==> src/rtl/cache_control_pwb.sv <==
// N-way cache controller FSM: CPU hit/miss handling with write-back or write-through policy,
// plus a full-cache flush sweep driven by a level request / done-pulse handshake.
module cache_control_pwb #(
    parameter int unsigned S_INDEX       = 4,
    parameter int unsigned S_WAY         = 1,
    parameter int unsigned WRITE_THROUGH = 0
) (
    input  logic               clk,
    input  logic               rst,
    input  logic               mem_read,
    input  logic               mem_write,
    output logic               mem_resp,
    input  logic               pmem_resp,
    output logic               pmem_read,
    output logic               pmem_write,
    input  logic               is_hit,
    input  logic [S_WAY-1:0]   hit_way,
    input  logic [S_WAY-1:0]   plru_way,
    input  logic               is_dirty,
    output logic [S_WAY-1:0]   way_sel,
    output logic [1:0]         addr_sel,
    output logic [S_INDEX-1:0] flush_set,
    output logic               is_allocate,
    output logic               load_data,
    output logic               load_tag,
    output logic               load_valid,
    output logic               load_dirty,
    output logic               load_plru,
    output logic               valid_in,
    output logic               dirty_in,
    input  logic               flush_req,
    output logic               flush_busy,
    output logic               flush_done
);

    localparam bit WT = (WRITE_THROUGH != 0);

    typedef enum logic [2:0] {
        IDLE,
        TAG_COMPARE,
        WRITE_BACK,
        ALLOCATE,
        WT_WRITE,
        FLUSH_CHECK,
        FLUSH_WB,
        FLUSH_DONE
    } state_t;

    state_t             state_q, state_d;
    logic [S_INDEX-1:0] flush_set_q, flush_set_d;
    logic [S_WAY-1:0]   flush_way_q, flush_way_d;
    logic [S_WAY-1:0]   wt_way_q, wt_way_d;

    logic               last_line;
    logic [S_INDEX-1:0] next_set;
    logic [S_WAY-1:0]   next_way;

    // Way is the inner index; a wrapping way carries into the set index.
    always_comb begin
        last_line = (flush_set_q == '1) && (flush_way_q == '1);
        next_way  = flush_way_q + 1'b1;
        next_set  = (flush_way_q == '1) ? flush_set_q + 1'b1 : flush_set_q;
    end

    // Outputs decode state together with same-cycle datapath inputs, since
    // TAG_COMPARE must answer in the cycle the tag result is presented.
    always_comb begin
        state_d     = state_q;
        flush_set_d = flush_set_q;
        flush_way_d = flush_way_q;
        wt_way_d    = wt_way_q;
        mem_resp    = 1'b0;
        pmem_read   = 1'b0;
        pmem_write  = 1'b0;
        way_sel     = '0;
        addr_sel    = 2'd0;
        is_allocate = 1'b0;
        load_data   = 1'b0;
        load_tag    = 1'b0;
        load_valid  = 1'b0;
        load_dirty  = 1'b0;
        load_plru   = 1'b0;
        valid_in    = 1'b0;
        dirty_in    = 1'b0;
        flush_busy  = 1'b0;
        flush_done  = 1'b0;

        unique case (state_q)
            IDLE: begin
                if (mem_read || mem_write) begin
                    state_d = TAG_COMPARE;
                end else if (flush_req) begin
                    flush_set_d = '0;
                    flush_way_d = '0;
                    state_d     = WT ? FLUSH_DONE : FLUSH_CHECK;
                end
            end

            TAG_COMPARE: begin
                way_sel = is_hit ? hit_way : plru_way;
                if (is_hit) begin
                    load_plru = 1'b1;
                    if (mem_write) begin
                        load_data  = 1'b1;
                        load_dirty = 1'b1;
                        if (WT) begin
                            dirty_in = 1'b0;
                            wt_way_d = hit_way;
                            state_d  = WT_WRITE;
                        end else begin
                            dirty_in = 1'b1;
                            mem_resp = 1'b1;
                            state_d  = IDLE;
                        end
                    end else begin
                        mem_resp = 1'b1;
                        state_d  = IDLE;
                    end
                end else if (is_dirty && !WT) begin
                    state_d = WRITE_BACK;
                end else begin
                    state_d = ALLOCATE;
                end
            end

            WRITE_BACK: begin
                pmem_write = 1'b1;
                addr_sel   = 2'd1;
                way_sel    = plru_way;
                if (pmem_resp) begin
                    state_d = ALLOCATE;
                end
            end

            ALLOCATE: begin
                pmem_read   = 1'b1;
                is_allocate = 1'b1;
                way_sel     = plru_way;
                load_data   = 1'b1;
                load_tag    = 1'b1;
                load_valid  = 1'b1;
                load_dirty  = 1'b1;
                valid_in    = 1'b1;
                dirty_in    = 1'b0;
                if (pmem_resp) begin
                    state_d = TAG_COMPARE;
                end
            end

            WT_WRITE: begin
                pmem_write = 1'b1;
                way_sel    = wt_way_q;
                if (pmem_resp) begin
                    mem_resp = 1'b1;
                    state_d  = IDLE;
                end
            end

            FLUSH_CHECK: begin
                flush_busy = 1'b1;
                addr_sel   = 2'd2;
                way_sel    = flush_way_q;
                if (is_dirty) begin
                    state_d = FLUSH_WB;
                end else begin
                    flush_set_d = next_set;
                    flush_way_d = next_way;
                    if (last_line) begin
                        state_d = FLUSH_DONE;
                    end
                end
            end

            FLUSH_WB: begin
                flush_busy = 1'b1;
                pmem_write = 1'b1;
                addr_sel   = 2'd2;
                way_sel    = flush_way_q;
                if (pmem_resp) begin
                    load_dirty  = 1'b1;
                    dirty_in    = 1'b0;
                    flush_set_d = next_set;
                    flush_way_d = next_way;
                    state_d     = last_line ? FLUSH_DONE : FLUSH_CHECK;
                end
            end

            FLUSH_DONE: begin
                flush_busy = 1'b1;
                flush_done = 1'b1;
                state_d    = IDLE;
            end

            default: begin
                state_d = IDLE;
            end
        endcase
    end

    assign flush_set = flush_set_q;

    always_ff @(posedge clk) begin
        if (rst) begin
            state_q     <= IDLE;
            flush_set_q <= '0;
            flush_way_q <= '0;
            wt_way_q    <= '0;
        end else begin
            state_q     <= state_d;
            flush_set_q <= flush_set_d;
            flush_way_q <= flush_way_d;
            wt_way_q    <= wt_way_d;
        end
    end

endmodule

==> config.mk <==
export PLATFORM = sky130hd
export DESIGN_NAME = cache_control_pwb
export DESIGN_NICKNAME = d
export VERILOG_FILES = /design/src/rtl/cache_control_pwb.sv
export SDC_FILE = /design/constraint.sdc
export NUM_CORES = 1
export LEC_CHECK = 0
export CAP_MARGIN = 20
export CORE_ASPECT_RATIO = 0.9
export CORE_MARGIN = 1
export CORE_UTILIZATION = 44
export CTS_CLUSTER_DIAMETER = 60
export CTS_CLUSTER_SIZE = 8
export DETAILED_ROUTE_END_ITERATION = 10
export HOLD_SLACK_MARGIN = 0.12
export PLACE_DENSITY_LB_ADDON = 0.12
export SLEW_MARGIN = 10
export SYNTH_ARGS = -nofsm -noshare
export SYNTH_HDL_FRONTEND = slang
export SYNTH_SLANG_ARGS = --single-unit
export TNS_END_PERCENT = 5
==> constraint.sdc <==
create_clock -name clk -period 3.1 [get_ports clk]
set_clock_uncertainty 0.15 [all_clocks]
set_input_delay 0.465 -clock clk [delete_from_list [all_inputs] [get_ports clk]]
set_output_delay 0.465 -clock clk [all_outputs]
set_load 0.05 [all_outputs]
==> flow_summary.toml <==
[placed_design]
io_buffers = 29
place_hpwl_um = 1550
pre_cts_slack_ns = 0.378
gp_congestion = 0.820

[floorplan]
die_area_um2 = 1790
dieWidth_um = 44.4
initial_core_util = 0.482
ios = 30
die_h_um = 40.2
row_count = 13
core_um2 = 1480

[logic_synthesis]
synth_ff_type = "dfxtp_1"
syn-num-nets = 104
synth_simple_gate_area_frac = 0.326
synth_top_family_by_area = "simple AND/OR/NAND/NOR gates"
netlist.area_leader.share = 0.225
ys_seq_area_frac = 0.225
yosys_warnings = 0
ys_ff_latch = 8
synth-edff-count = 0
synth-compound-area-share = 0.302
syn_area_um2 = 713
synth.avg_cell_area_um2 = 7.67
async_reset_ff_frac = 0
synth_top_area_cell = "dfxtp_1"
synth_area_leaders = "dfxtp_1 22%, nor2_1 5.3%, nand3_1 4.9%, a21oi_1 4.2%, buf_4 4.2%"
syn_inst = 93
synthMuxAreaShare = 0.0140
synth_xor_area_frac = 0.0123
post_synth_num_cell_types = 42
synthAdderAreaFrac = 0.0175

[sta]
finalSetupViolations = 0
min_period_over_period = 0.880
tightest_slew_ns = 0.508
grt_setup_unrepaired = "no"
max_slew_margin = 0.660
fin_crit_ns = 2.73
fin_tns_setup_ns = 0
slew_viol_final = 0
fmax_ghz = 0.367
hold_violations = 0
setup_ws_ns = 0.373

[cts]
post_cts_resized = 0
htreeDepth = 1
cts_tree = "yes"
holdBufCountCts = 0
cts_buffers = 3
cts_sinks = 8
cts_buffer_depth = 2
clock_latency_ns = 0.27
root_buffer = "clkbuf_4"
clk_pin_slew_ns = 0.05
post_cts_buffers = 0

[power_and_ir_drop]
p_switching_mw = 0.406
internal_power_mw = 0.342
ir_drop_v = 0.000575
switching_share = 0.543
power_frac_clock = 0.113
p_leak_nw = 0.369
combPwrFrac = 0.687
p_per_area_nw_per_um2 = 733
pwr-share-seq = 0.200

[setup_path]
crit_fanout = 5
cp.required_ns = 2.48
crit_top_cell = "clkdlybuf4s50_1"
cpMaxStageDelayCell = "clkdlybuf4s50_1"
start_kind = "primary input"
cp_top_family = "buffers and inverters"
crit_type = "primary input to primary output"
arrival_ns = 2.11
end_kind = "primary output"
critPathBufInv = 2
slowest_delay_ns = 0.82
cp_cell_sequence = "clkdlybuf4s50_1 > a21oi_1 > o22ai_1 > clkdlybuf4s50_1"

[drt]
via_per_inst = 5.69
post_drt_wl_per_cell_um = 13.8
postRouteAntennaNets = 0
wirelength_um = 1970
drt_pass1_iterations = 4
drc = 0
via_count = 814
dr.first_iter.drc_count = 24

[global_routing]
grt_start_max_net_pins = 15
grt_pass1_wl_um = 3040
grt_overflow_total = 0
antenna_found_initial = 0
grt_pass1_vias = 661
grtUsageTotal = 0.239

[layout]
nets = 134
drive_above_1_share = 0.165
diodes = 0
synthToLayoutAreaGrowth_pct = 43.2
layout_commonest_cell = "clkdlybuf4s50_1"
final_cell_mix = "26 x clkdlybuf4s50_1, 10 x nor2_1, 8 x nand2_1, 8 x dfxtp_1"

[flow_run]
drv_cap = 0

[status]
status = "finished, final reports clean"

[worst_hold_path]
hold_class = "flop to flop"
[final timing paths]
path / from / to / slack, ns / cells after the start
setup / recovery: is_hit / load_dirty / 0.37 / 4
hold / removal: flush_set[1]$_SDFFE_PP0P_ / flush_set[1]$_SDFFE_PP0P_ / 0.36 / 2
setup reg to reg: state_q[0]$_SDFFE_PP0P_ / flush_set[2]$_SDFFE_PP0P_ / 1.27 / 5
hold reg to reg: flush_set[1]$_SDFFE_PP0P_ / flush_set[1]$_SDFFE_PP0P_ / 0.36 / 2
[synth_stat cells (3+ instances only)]
library cell and number:
a21oi_1 6, buf_4 4, dfxtp_1 8, inv_1 4, nand2_1 8, nand3_1 7
nand3b_1 3, nor2_1 10, o21ai_0 3, o22ai_1 3
[metal layers]
metal	vias up	wire [um]	GRT usage
li1	400	-	-
met1	377	862	0.316
met2	35	952	0.393
met3	2	143	0.0676
met4	0	11	0.0455
met5	-	0	0
[tightest hold or removal path: stages, from the launching register on]
cell	delay, ns
dfxtp_1	0.34
nand2_1	0.07
mux2i_1	0.05
[power by group through the flow]
stage / clock network (mW) / registers [mW] / logic (mW)
after CTS: 0.0857 / 0.149 / 0.515
after floorplan: 0 / 0.138 / 0.389
after detailed placement: 0 / 0.151 / 0.514
after global placement: 0 / 0.150 / 0.506
after global routing: 0.0910 / 0.153 / 0.545
final: 0.0848 / 0.150 / 0.514
[cell families after synthesis]
family / Yosys count
AO/OA/AOI/OAI: 27
XOR/XNOR: 1
adder cells (fa/ha/maj): 1
buffers and inverters: 13
flip-flops: 8
multiplexers: 1
AND/OR/NAND/NOR: 42
[sequential cells by signal (all words and copies together), names as in the netlist]
name / flops
flush_way_q: 1
flush_set: 4
state_q: 3
[metrics by stage]
| step | utilization | instance area [um2] | hold slack (ns) | instances | power [mW] |
|---|---|---|---|---|---|
| 3_3_place_gp | 0.675 | 998 | 0.338 | 140 | 0.656 |
| 3_5_place_dp | 0.675 | 998 | 0.352 | 140 | 0.665 |
| 5_1_grt | 0.690 | 1020 | 0.381 | 143 | 0.789 |
| 2_1_floorplan | - | 713 | 0.344 | 93 | 0.527 |
| 6_report | 0.690 | 1020 | 0.360 | 143 | 0.748 |
| 4_1_cts | 0.690 | 1020 | 0.360 | 143 | 0.750 |
[cell type report]
class                   count  area [um2]
fillers                   125         459
multi-input cells          72         479
flip-flops and latches      8         160
well taps                  22        27.5
repair buffers             33         313
clock buffers               3        22.5
inverters                   5        18.8
(Power assumes the default switching activity.)
